$ cat src/rtl/apb_slave_pkg.sv
// Shared definitions for the APB register bridge.
//   - Default APB bus widths (APB_AW / APB_DW / APB_STRBW), unless the
//     interconnect has already defined them.
//   - Bridge FSM state encoding.
//   - Address-window check helper.
//   - Timeout counter width helper.
`ifndef APB_AW
`define APB_AW 32
`endif
`ifndef APB_DW
`define APB_DW 32
`endif
`ifndef APB_STRBW
`define APB_STRBW (`APB_DW/8)
`endif

package apb_slave_pkg;

  typedef enum logic [1:0] {
    IDLE = 2'd0,
    WAIT = 2'd1,
    RESP = 2'd2
  } state_e;

  // True when addr lies in [base, base+span). The arguments are widened
  // to 64 bits so that base+span cannot wrap for a window at the top of
  // the address map.
  function automatic logic in_window(input logic [63:0] base,
                                     input logic [63:0] span,
                                     input logic [63:0] addr);
    return (addr >= base) && (addr < base + span);
  endfunction

  // Width of the counter that must hold values 0..cycles.
  function automatic int tmo_cnt_w(input int cycles);
    return $clog2(cycles + 1);
  endfunction

  localparam int TMO_CNT_W_DEF = tmo_cnt_w(16);

endpackage

$ cat src/rtl/s_apb_reg_bridge.sv
// APB completer bridging one APB select line onto a simple strobe/ack
// peripheral register port.
//
// Ports:
//   s_apb_pclk_i / s_apb_preset_i : clock, async active-high reset
//   s_apb_p*_i                    : APB request (paddr, psel, penable,
//                                   pwrite, pwdata, pstrb)
//   s_apb_pready_o/prdata_o/
//   s_apb_pslverr_o               : APB response (registered)
//   reg_addr_o                    : byte offset into the window
//   reg_wr_en_o / reg_rd_en_o     : one-cycle access strobes
//   reg_wdata_o / reg_wstrb_o     : write data / byte enables (0 on reads)
//   reg_rdata_i / reg_ack_i       : peripheral completion
//
// Out-of-window or misaligned accesses answer with PSLVERR after zero wait
// states and never reach the peripheral. A peripheral that stays silent for
// TIMEOUT_CYCLES WAIT cycles gets an error response instead of a bus hang.
`ifndef APB_AW
`define APB_AW 32
`endif
`ifndef APB_DW
`define APB_DW 32
`endif
`ifndef APB_STRBW
`define APB_STRBW (`APB_DW/8)
`endif

module s_apb_reg_bridge
  import apb_slave_pkg::*;
#(
  parameter int          ADDR_W         = `APB_AW,
  parameter int          DATA_W         = `APB_DW,
  parameter int          STRB_W         = `APB_STRBW,
  parameter logic [31:0] BASE_ADDR      = 32'h4000_0000,
  parameter logic [31:0] REG_SPAN       = 32'h100,
  parameter int          TIMEOUT_CYCLES = 16
) (
  input  logic              s_apb_pclk_i,
  input  logic              s_apb_preset_i,
  input  logic [ADDR_W-1:0] s_apb_paddr_i,
  input  logic              s_apb_psel_i,
  input  logic              s_apb_penable_i,
  input  logic              s_apb_pwrite_i,
  input  logic [DATA_W-1:0] s_apb_pwdata_i,
  input  logic [STRB_W-1:0] s_apb_pstrb_i,
  output logic              s_apb_pready_o,
  output logic [DATA_W-1:0] s_apb_prdata_o,
  output logic              s_apb_pslverr_o,
  output logic [ADDR_W-1:0] reg_addr_o,
  output logic              reg_wr_en_o,
  output logic [DATA_W-1:0] reg_wdata_o,
  output logic [STRB_W-1:0] reg_wstrb_o,
  output logic              reg_rd_en_o,
  input  logic [DATA_W-1:0] reg_rdata_i,
  input  logic              reg_ack_i
);

  localparam int               CNT_W  = tmo_cnt_w(TIMEOUT_CYCLES);
  localparam logic [CNT_W-1:0] TMO    = CNT_W'(TIMEOUT_CYCLES);
  localparam logic [ADDR_W-1:0] BASE_A = ADDR_W'(BASE_ADDR);

  state_e              state_q, state_d;
  logic [ADDR_W-1:0]   addr_q, addr_d;
  logic                write_q, write_d;
  logic [DATA_W-1:0]   wdata_q, wdata_d;
  logic [STRB_W-1:0]   strb_q, strb_d;
  logic [CNT_W-1:0]    cnt_q, cnt_d;
  logic                wr_en_q, wr_en_d;
  logic                rd_en_q, rd_en_d;
  logic                pready_q, pready_d;
  logic                pslverr_q, pslverr_d;
  logic [DATA_W-1:0]   prdata_q, prdata_d;

  logic                setup;
  logic                bad_addr;
  logic [CNT_W-1:0]    cnt_inc;

  assign setup    = s_apb_psel_i && !s_apb_penable_i;
  assign bad_addr = !in_window(64'(BASE_ADDR), 64'(REG_SPAN), 64'(s_apb_paddr_i))
                    || (s_apb_paddr_i[1:0] != 2'b00);
  assign cnt_inc  = cnt_q + 1'b1;

  always_ff @(posedge s_apb_pclk_i or posedge s_apb_preset_i) begin
    if (s_apb_preset_i) begin
      state_q   <= IDLE;
      addr_q    <= '0;
      write_q   <= 1'b0;
      wdata_q   <= '0;
      strb_q    <= '0;
      cnt_q     <= '0;
      wr_en_q   <= 1'b0;
      rd_en_q   <= 1'b0;
      pready_q  <= 1'b0;
      pslverr_q <= 1'b0;
      prdata_q  <= '0;
    end else begin
      state_q   <= state_d;
      addr_q    <= addr_d;
      write_q   <= write_d;
      wdata_q   <= wdata_d;
      strb_q    <= strb_d;
      cnt_q     <= cnt_d;
      wr_en_q   <= wr_en_d;
      rd_en_q   <= rd_en_d;
      pready_q  <= pready_d;
      pslverr_q <= pslverr_d;
      prdata_q  <= prdata_d;
    end
  end

  // Response and strobe outputs default to 0 every cycle, so each is a
  // single-cycle pulse unless a branch below raises it.
  always_comb begin
    state_d   = state_q;
    addr_d    = addr_q;
    write_d   = write_q;
    wdata_d   = wdata_q;
    strb_d    = strb_q;
    cnt_d     = cnt_q;
    wr_en_d   = 1'b0;
    rd_en_d   = 1'b0;
    pready_d  = 1'b0;
    pslverr_d = 1'b0;
    prdata_d  = '0;
    unique case (state_q)
      IDLE: begin
        // penable without a preceding setup is not a setup; ignore it.
        if (setup) begin
          addr_d  = s_apb_paddr_i - BASE_A;
          write_d = s_apb_pwrite_i;
          wdata_d = s_apb_pwdata_i;
          strb_d  = s_apb_pwrite_i ? s_apb_pstrb_i : '0;
          cnt_d   = '0;
          if (bad_addr) begin
            state_d   = RESP;
            pready_d  = 1'b1;
            pslverr_d = 1'b1;
          end else begin
            state_d = WAIT;
            wr_en_d = s_apb_pwrite_i;
            rd_en_d = !s_apb_pwrite_i;
          end
        end
      end
      WAIT: begin
        if (!s_apb_psel_i) begin
          // Master abandoned the transfer: drop everything, any late ack
          // arrives in IDLE and is ignored there.
          state_d = IDLE;
          addr_d  = '0;
          write_d = 1'b0;
          wdata_d = '0;
          strb_d  = '0;
          cnt_d   = '0;
        end else if (reg_ack_i) begin
          // Ack beats a simultaneous timeout.
          state_d  = RESP;
          pready_d = 1'b1;
          prdata_d = write_q ? '0 : reg_rdata_i;
        end else begin
          cnt_d = cnt_inc;
          if (cnt_inc == TMO) begin
            state_d   = RESP;
            pready_d  = 1'b1;
            pslverr_d = 1'b1;
          end
        end
      end
      RESP: begin
        state_d = IDLE;
        cnt_d   = '0;
      end
      default: begin
        state_d = IDLE;
      end
    endcase
  end

  assign s_apb_pready_o  = pready_q;
  assign s_apb_pslverr_o = pslverr_q;
  assign s_apb_prdata_o  = prdata_q;
  assign reg_addr_o      = addr_q;
  assign reg_wdata_o     = wdata_q;
  assign reg_wstrb_o     = strb_q;
  assign reg_wr_en_o     = wr_en_q;
  assign reg_rd_en_o     = rd_en_q;

endmodule

$ cat config.mk
export PLATFORM = sky130hd
export DESIGN_NAME = s_apb_reg_bridge
export DESIGN_NICKNAME = d
export VERILOG_FILES = /design/src/rtl/apb_slave_pkg.sv /design/src/rtl/s_apb_reg_bridge.sv
export SDC_FILE = /design/constraint.sdc
export NUM_CORES = 1
export LEC_CHECK = 0
export BUFFER_PORTS_ARGS = -buffer_cell sky130_fd_sc_hd__buf_2
export CAP_MARGIN = 20
export CORE_ASPECT_RATIO = 1.2
export CORE_MARGIN = 5
export CORE_UTILIZATION = 47
export DETAILED_ROUTE_END_ITERATION = 10
export GPL_TIMING_DRIVEN = 0
export PLACE_DENSITY = 0.87
export SYNTH_ARGS = -nofsm -noshare
export SYNTH_HDL_FRONTEND = slang
export SYNTH_SLANG_ARGS = --single-unit
$ cat constraint.sdc
create_clock -name s_apb_pclk_i -period 4.7 [get_ports s_apb_pclk_i]
set_input_delay 0.94 -clock s_apb_pclk_i [delete_from_list [all_inputs] [get_ports s_apb_pclk_i]]
set_output_delay 0.94 -clock s_apb_pclk_i [all_outputs]
set_load 0.01 [all_outputs]
* After elaboration in Yosys (flattened, before gate mapping)
Index checks and enable logic that the tools add are counted.
** Operators by class
- Add/sub/neg operators :: 2
- Magnitude comparators :: 2
- Eq/ne operators :: 7
- Mux-type cells :: 41
- Reductions and logical operators :: 13
** Operators by type and width (count)
- 2-to-1 mux 32 bit :: 7
- case mux 32 bit (2 select lines) :: 2
- >= comparator 32 x 31 -> 1 bit, second input constant :: 1
- less-than comparator 32 x 31 -> 1 bit, second input constant :: 1
- subtractor 32 x 31 -> 32 bit, second input constant :: 1
- 2-to-1 mux 1 bit :: 15
- 2-to-1 mux 5 bit :: 3
- case mux 5 bit (3 select lines) :: 1
- 2-to-1 mux 4 bit :: 3
- 2-to-1 mux 2 bit :: 5
- case mux 4 bit (2 select lines) :: 1
- case mux 1 bit (2 select lines) :: 3
- AND reduction 3 bit :: 2
- adder 5 x 1 -> 5 bit, second input constant :: 1
- == test 5 bit, second input constant :: 1
- != test 2 bit, second input constant :: 2
- != test 4 bit, second input constant :: 1
- case mux 2 bit (2 select lines) :: 1
- nonzero test 2 bit :: 2
- zero test 1 bit :: 3
- != test 3 bit, second input constant :: 1
- nonzero test 3 bit :: 1
- == test 2 x 1 -> 1 bit, second input constant :: 1
- == test 2 bit, second input constant :: 1
- other kinds (4) :: 5
** Storage, ports and cells
- Register bits after elaboration :: 112
- Word-level logic and storage cells :: 76

* Longest topological paths before layout
- Depth in word-level cells :: 7
- Mapped depth :: 7
- Depth with buffers taken out :: 6

* Least setup slack after synthesis
Ideal clock, no wire load.
- Kind :: in2reg
- Start point :: input s_apb_paddr_i[4]
- End point :: register state_q[0]
- Arrival time :: 1.956 ns
- Required time :: 4.608 ns
- Setup slack :: 2.652 ns
- Stages :: 4
- Buffers on the path :: 0
- Cell sequence :: nor4_1 a31oi_1 or4_4 o31ai_2
** Between the ends
- Cells in the longest elaborated chain, start to end :: 7
- Elaborated cells between the ends (all ways) :: 8
- Classes of those cells :: order compare: 2; mux: 3; reduce/logical: 3
** RTL lines
- start, declared :: line s_apb_reg_bridge.sv:40 : input logic [ADDR_W-1:0] s_apb_paddr_i,
- >= comparator 32 x 31 -> 1 bit or less-than comparator 32 x 31 -> 1 bit (tied branches) :: line apb_slave_pkg.sv:31 : return (addr >= base) && (addr < base + span);
- logical AND 1 bit * :: line apb_slave_pkg.sv:31
- zero test 1 bit * :: line s_apb_reg_bridge.sv:79 : assign bad_addr = !in_window(64'(BASE_ADDR), 64'(REG_SPAN), 64'(s_apb_paddr_i))
- logical OR 1 bit * :: line s_apb_reg_bridge.sv:80 : || (s_apb_paddr_i[1:0] != 2'b00);
- 2-to-1 mux 2 bit * :: line s_apb_reg_bridge.sv:134 : if (bad_addr) begin
- 2-to-1 mux 2 bit * :: line s_apb_reg_bridge.sv:128 : if (setup) begin
- case mux 2 bit (2 select lines) * :: line s_apb_reg_bridge.sv:125 : unique case (state_q)
- end signal, assigned :: line s_apb_reg_bridge.sv:97 : state_q <= state_d;
- end, declared :: line s_apb_reg_bridge.sv:62 : state_e state_q, state_d;
Mark *: on every way between the ends. The rest lies on a longest branch, timed or not. The select of a mux whose other input is x is not followed.
A chain may end at the register's enable or synchronous reset.

* Worst setup path in the final report
- Start point :: input s_apb_psel_i
- End point :: register addr_q[11] (netlist: reg_addr_o[11])
** Between the ends
- Cells in the longest elaborated chain, start to end :: 3
- Elaborated cells between the ends (all ways) :: 4
- Classes of those cells :: eq/ne: 2; reduce/logical: 2
** RTL lines
- start, declared :: line s_apb_reg_bridge.sv:41 : input logic s_apb_psel_i,
- logical AND 1 bit :: line s_apb_reg_bridge.sv:78 : assign setup = s_apb_psel_i && !s_apb_penable_i;
- != test 2 bit (no source line)
- AND reduction 3 bit (no source line) *
- end signal, assigned :: line s_apb_reg_bridge.sv:98 : addr_q <= addr_d;
- end, declared :: line s_apb_reg_bridge.sv:63 : logic [ADDR_W-1:0] addr_q, addr_d;
Mark *: on every way between the ends. The rest lies on a longest branch, timed or not.

==> flow_results.org <==
** Clock tree
- The clock net in this run drives a total of 112 sinks.
- Clock-pin slew on the worst setup and hold paths :: 0.07 ns
- Clock tree from TritonCTS :: built
- Worst-case clock buffer depth :: 2
- Number of gates given a new drive strength after cts :: 0
- CTS built an H-tree with a depth of 3.
- Number of buffers added by the clock tree synthesis step :: 9
- Clock latency on the worst-skew pair, taken at its later pin, is 0.34 ns.
- Post-CTS setup repair buffer count :: 0
- Hold-fix buffer count after cts :: 0
- The cell sitting at the root of the clock tree is a sky130_fd_sc_hd__clkbuf_16.

** Status
- Run status :: finished, final reports clean

** Power and ir drop
- Internal :: 1700 uW
- Overall power after layout :: 2310 uW
- Power density of the placed cells :: 380 mW/mm2
- Clock share of power :: 33.8%
- Part of the total power dissipated in sequential elements :: 49.1%
- Worst IR drop on VDD :: ~210 uV
- In this run, the combinational gates consume 17.1% of the power.
- Power spent charging and discharging nets :: 616 uW
- In this run the static leakage power is 0.00333 uW.
- Switching part of the total :: 26.6%

** Place
- The count of buffers added on input and output ports is 209.
- At the end of routability-driven placement, the weighted congestion stood at 0.865.
- Summed over all nets, the half-perimeter wirelength after detailed placement is 9.53 mm.

** Floorplan
- The core region is 0.00952 mm2.
- Number of primary I/O pins :: 210
- Die X-Extent :: approximately 100 um
- Die ar. :: 0.0118 mm2
- Row generation in the floorplan step produced 39 rows.
- Effective utilization at floorplan :: 47.9%
- The die is 118 um tall.

** Worst setup path
- The largest individual stage delay along the critical path comes from the cell sky130_fd_sc_hd__buf_2.
- Top fanout value on the critical path :: 10
- Worst path bufs/invs :: 3
- The worst setup path is launched from a primary input.
- Cell seen most often among critical-path stages :: sky130_fd_sc_hd__buf_2
- For the worst setup path, the data required time is 4.94 ns.
- Worst Path Arrival :: 2.33 ns
- The signal on the critical path passes through buf_2, nor3b_1, o21bai_2, buf_2, buf_2, nand2_1, o21ai_0.
- The setup path with the least slack is of type primary input to flop.
- Maximum single-stage delay on the critical path :: 0.35 ns
- The kind of cell with the highest combined delay along the critical path is buffers and inverters.
- CP Capture Type :: flop

** Detailed routing
- In the routed layout, each cell is associated on average with a via count of 4.99.
- First drt pass iteration count :: 4
- In the final routed layout, each cell accounts on average for 16.1 um.
- Count of antenna-violating nets left after detailed routing :: 0
- Via Count :: just under 4k
- DRT iter0 DRCs :: 205
- After detailed routing, the total wire length is ~12 mm.
- In the routed design, unresolved DRC markers number 0.

** Timing
- Worst Hold Slack :: 0.479 ns
- Setup repair after global routing left no endpoint under its margin.
- Count of pins over their slew limit :: 0
- Post-layout min period :: between 2 and 2.5 ns
- Based on the critical path, the design can be clocked at up to 0.479 GHz.
- Summed over all failing endpoints, the final setup total negative slack is 0 ns.
- At the pin with the least slew margin, the transition time is approximately 0.7 ns.
- Setup violations remaining at the end of the flow were counted as 0.
- Period Utilization, post-route :: 44.4%
- The number of hold violations in the final report was 0.
- Clock skew after layout :: 0.0104 ns
- Max-slew headroom at the worst pin :: a little over half

** Finish
- ANT cells :: 0
- Commonest non-fill, non-tap cell in the layout :: sky130_fd_sc_hd__buf_2
- Share of post-route cells with drive strength above 1 :: 37.4%
- Count of nets after finishing :: 754
- The library cells used most frequently in the layout, excluding fill and tap cells, are sky130_fd_sc_hd__buf_2 (217), sky130_fd_sc_hd__dfrtp_1 (112), sky130_fd_sc_hd__nand2_1 (66).
- Synth-to-layout area growth :: 33.8%

** Hold path
- Hold Crit Class :: flop to flop

** Global route
- Entering global routing, the biggest net connects 60 pins.
- Overflow left after global routing :: 0
- Antenna violations before repair :: 0
- Routing usage on met3 :: 6.16%
- Met1 track demand over resource :: 26.3%
- The layer flagged by global routing as most heavily used is met2.
- Tot GR Track Use :: 21.3%
- Global-route track usage on met2 :: 34.9%
- Global-route wire length before repair :: 20.0 mm
- The number of global-route vias before repair is 4070.

** Logic synthesis
- Share of the yosys chip area belonging to registers :: 61.6%
- Dominant register cell in the synthesized netlist :: sky130_fd_sc_hd__dfrtp_1
- Counting flops with an async set or reset pin after synthesis yields a share of 100%.
- Count of cell types in the netlist :: 40
- Seq cells post-synth :: 112
- Counting flops with a built-in enable in the synthesized netlist gives 0.
- Count of yosys warnings during synthesis :: 0
- Counting every net in the synthesized netlist gives 533.
- Number of cells produced by synthesis :: 424
- The synthesized netlist occupies a cell area of 0.00455 mm2.
- Syn avg cell area :: 10.7 um2

** Job
- Max capacitance violation total :: 0
[flip-flops by register name, indices dropped and copies added (netlist names), 2 cells and up]
name and flops:
s_apb_prdata_o 32, state_q 2, cnt_q 5, reg_wstrb_o 4, reg_addr_o 32, reg_wdata_o 32
[tightest hold or removal path: cells and delay by family, from the launching register on]
family / cells / cell delay, ns
flops: 1 / 0.34
compound gates: 1 / 0.06
simple gates: 1 / 0.04
[path summary, 6_finish.rpt]
check / from / endpoint / slack, ns / depth (start not counted)
setup / recovery: s_apb_psel_i / reg_addr_o[11] / 2.61 / 7
hold / removal: reg_wdata_o[30] / reg_wdata_o[30] / 0.48 / 2
setup reg to reg: state_q[0] / reg_addr_o[11] / 2.84 / 7
hold reg to reg: reg_wdata_o[30] / reg_wdata_o[30] / 0.48 / 2
max in group asynchronous: s_apb_preset_i / write_q / 3.26 / 3
min in group asynchronous: s_apb_preset_i / s_apb_prdata_o[5] / 0.71 / 2
[routing by layer]
| layer | up-vias | wire (um) |
|---|---|---|
| met1 | 1819 | 4940 |
| met5 | - | 0 |
| li1 | 1841 | - |
| met2 | 172 | 6120 |
| met4 | 0 | 245 |
| met3 | 20 | 1160 |
[kinds of logic after synthesis]
kind of cell | share of synthesized area [%]
AND/OR/NAND/NOR | 22.7
XOR/XNOR | 0.385
adder cells (fa/ha/maj) | 0.824
multiplexers | 0.247
flip-flops | 61.6
AO/OA/AOI/OAI | 11.5
buffers and inverters | 2.80
[per-stage QoR]
step / instances / utilization [%] / cell area, um2 / worst slack, ns
2_1_floorplan: 424 / - / 4550 / 0.801
3_3_place_gp: 756 / 60.5 / 5750 / -0.259
3_5_place_dp: 757 / 60.8 / 5780 / 2.26
4_1_cts: 772 / 64.0 / 6090 / 2.61
5_1_grt: 772 / 64.0 / 6090 / 2.45
6_report: 772 / 64.0 / 6090 / 2.61
[power groups by stage]
| stage | Sequential [uW] | Combinational, uW | Clock [uW] |
|---|---|---|---|
| finish | 1140 | 397 | 782 |
| detailed placement | 1150 | 403 | 0 |
| CTS | 1140 | 404 | 797 |
| global placement | 1150 | 387 | 0 |
| floorplan | 1200 | 136 | 0 |
| global route | 1150 | 443 | 829 |
[synthesized netlist by cell type, types with 2 or more instances]
master,count,area [um2]
sky130_fd_sc_hd__a21o_1,3,22.5
sky130_fd_sc_hd__a22o_1,7,61.3
sky130_fd_sc_hd__a31oi_1,2,12.5
sky130_fd_sc_hd__and2_1,34,213
sky130_fd_sc_hd__buf_2,8,40.0
sky130_fd_sc_hd__clkbuf_1,16,60.1
sky130_fd_sc_hd__dfrtp_1,112,2800
sky130_fd_sc_hd__ha_1,3,37.5
sky130_fd_sc_hd__inv_1,6,22.5
sky130_fd_sc_hd__nand2_1,66,248
sky130_fd_sc_hd__nand2b_1,62,388
sky130_fd_sc_hd__nand3_1,2,10.0
sky130_fd_sc_hd__nand4_1,2,12.5
sky130_fd_sc_hd__nor2_1,4,15.0
sky130_fd_sc_hd__nor3b_1,2,15.0
sky130_fd_sc_hd__nor4_1,6,37.5
sky130_fd_sc_hd__o211ai_1,3,22.5
sky130_fd_sc_hd__o21ai_0,52,260
sky130_fd_sc_hd__o21ai_1,11,55.1
sky130_fd_sc_hd__o31ai_1,2,15.0
sky130_fd_sc_hd__xnor2_1,2,17.5
[layout make-up]
cell class	count	area, um2
clock inverters	2	37.5
fillers	768	3420
flip-flops and latches	112	2800
inverters	6	25.0
clock buffers	13	270
repair buffers	210	1070
multi-input cells	281	1620
well taps	123	154
plain buffers	25	105
Note: power is estimated with default switching activity, not from simulation.
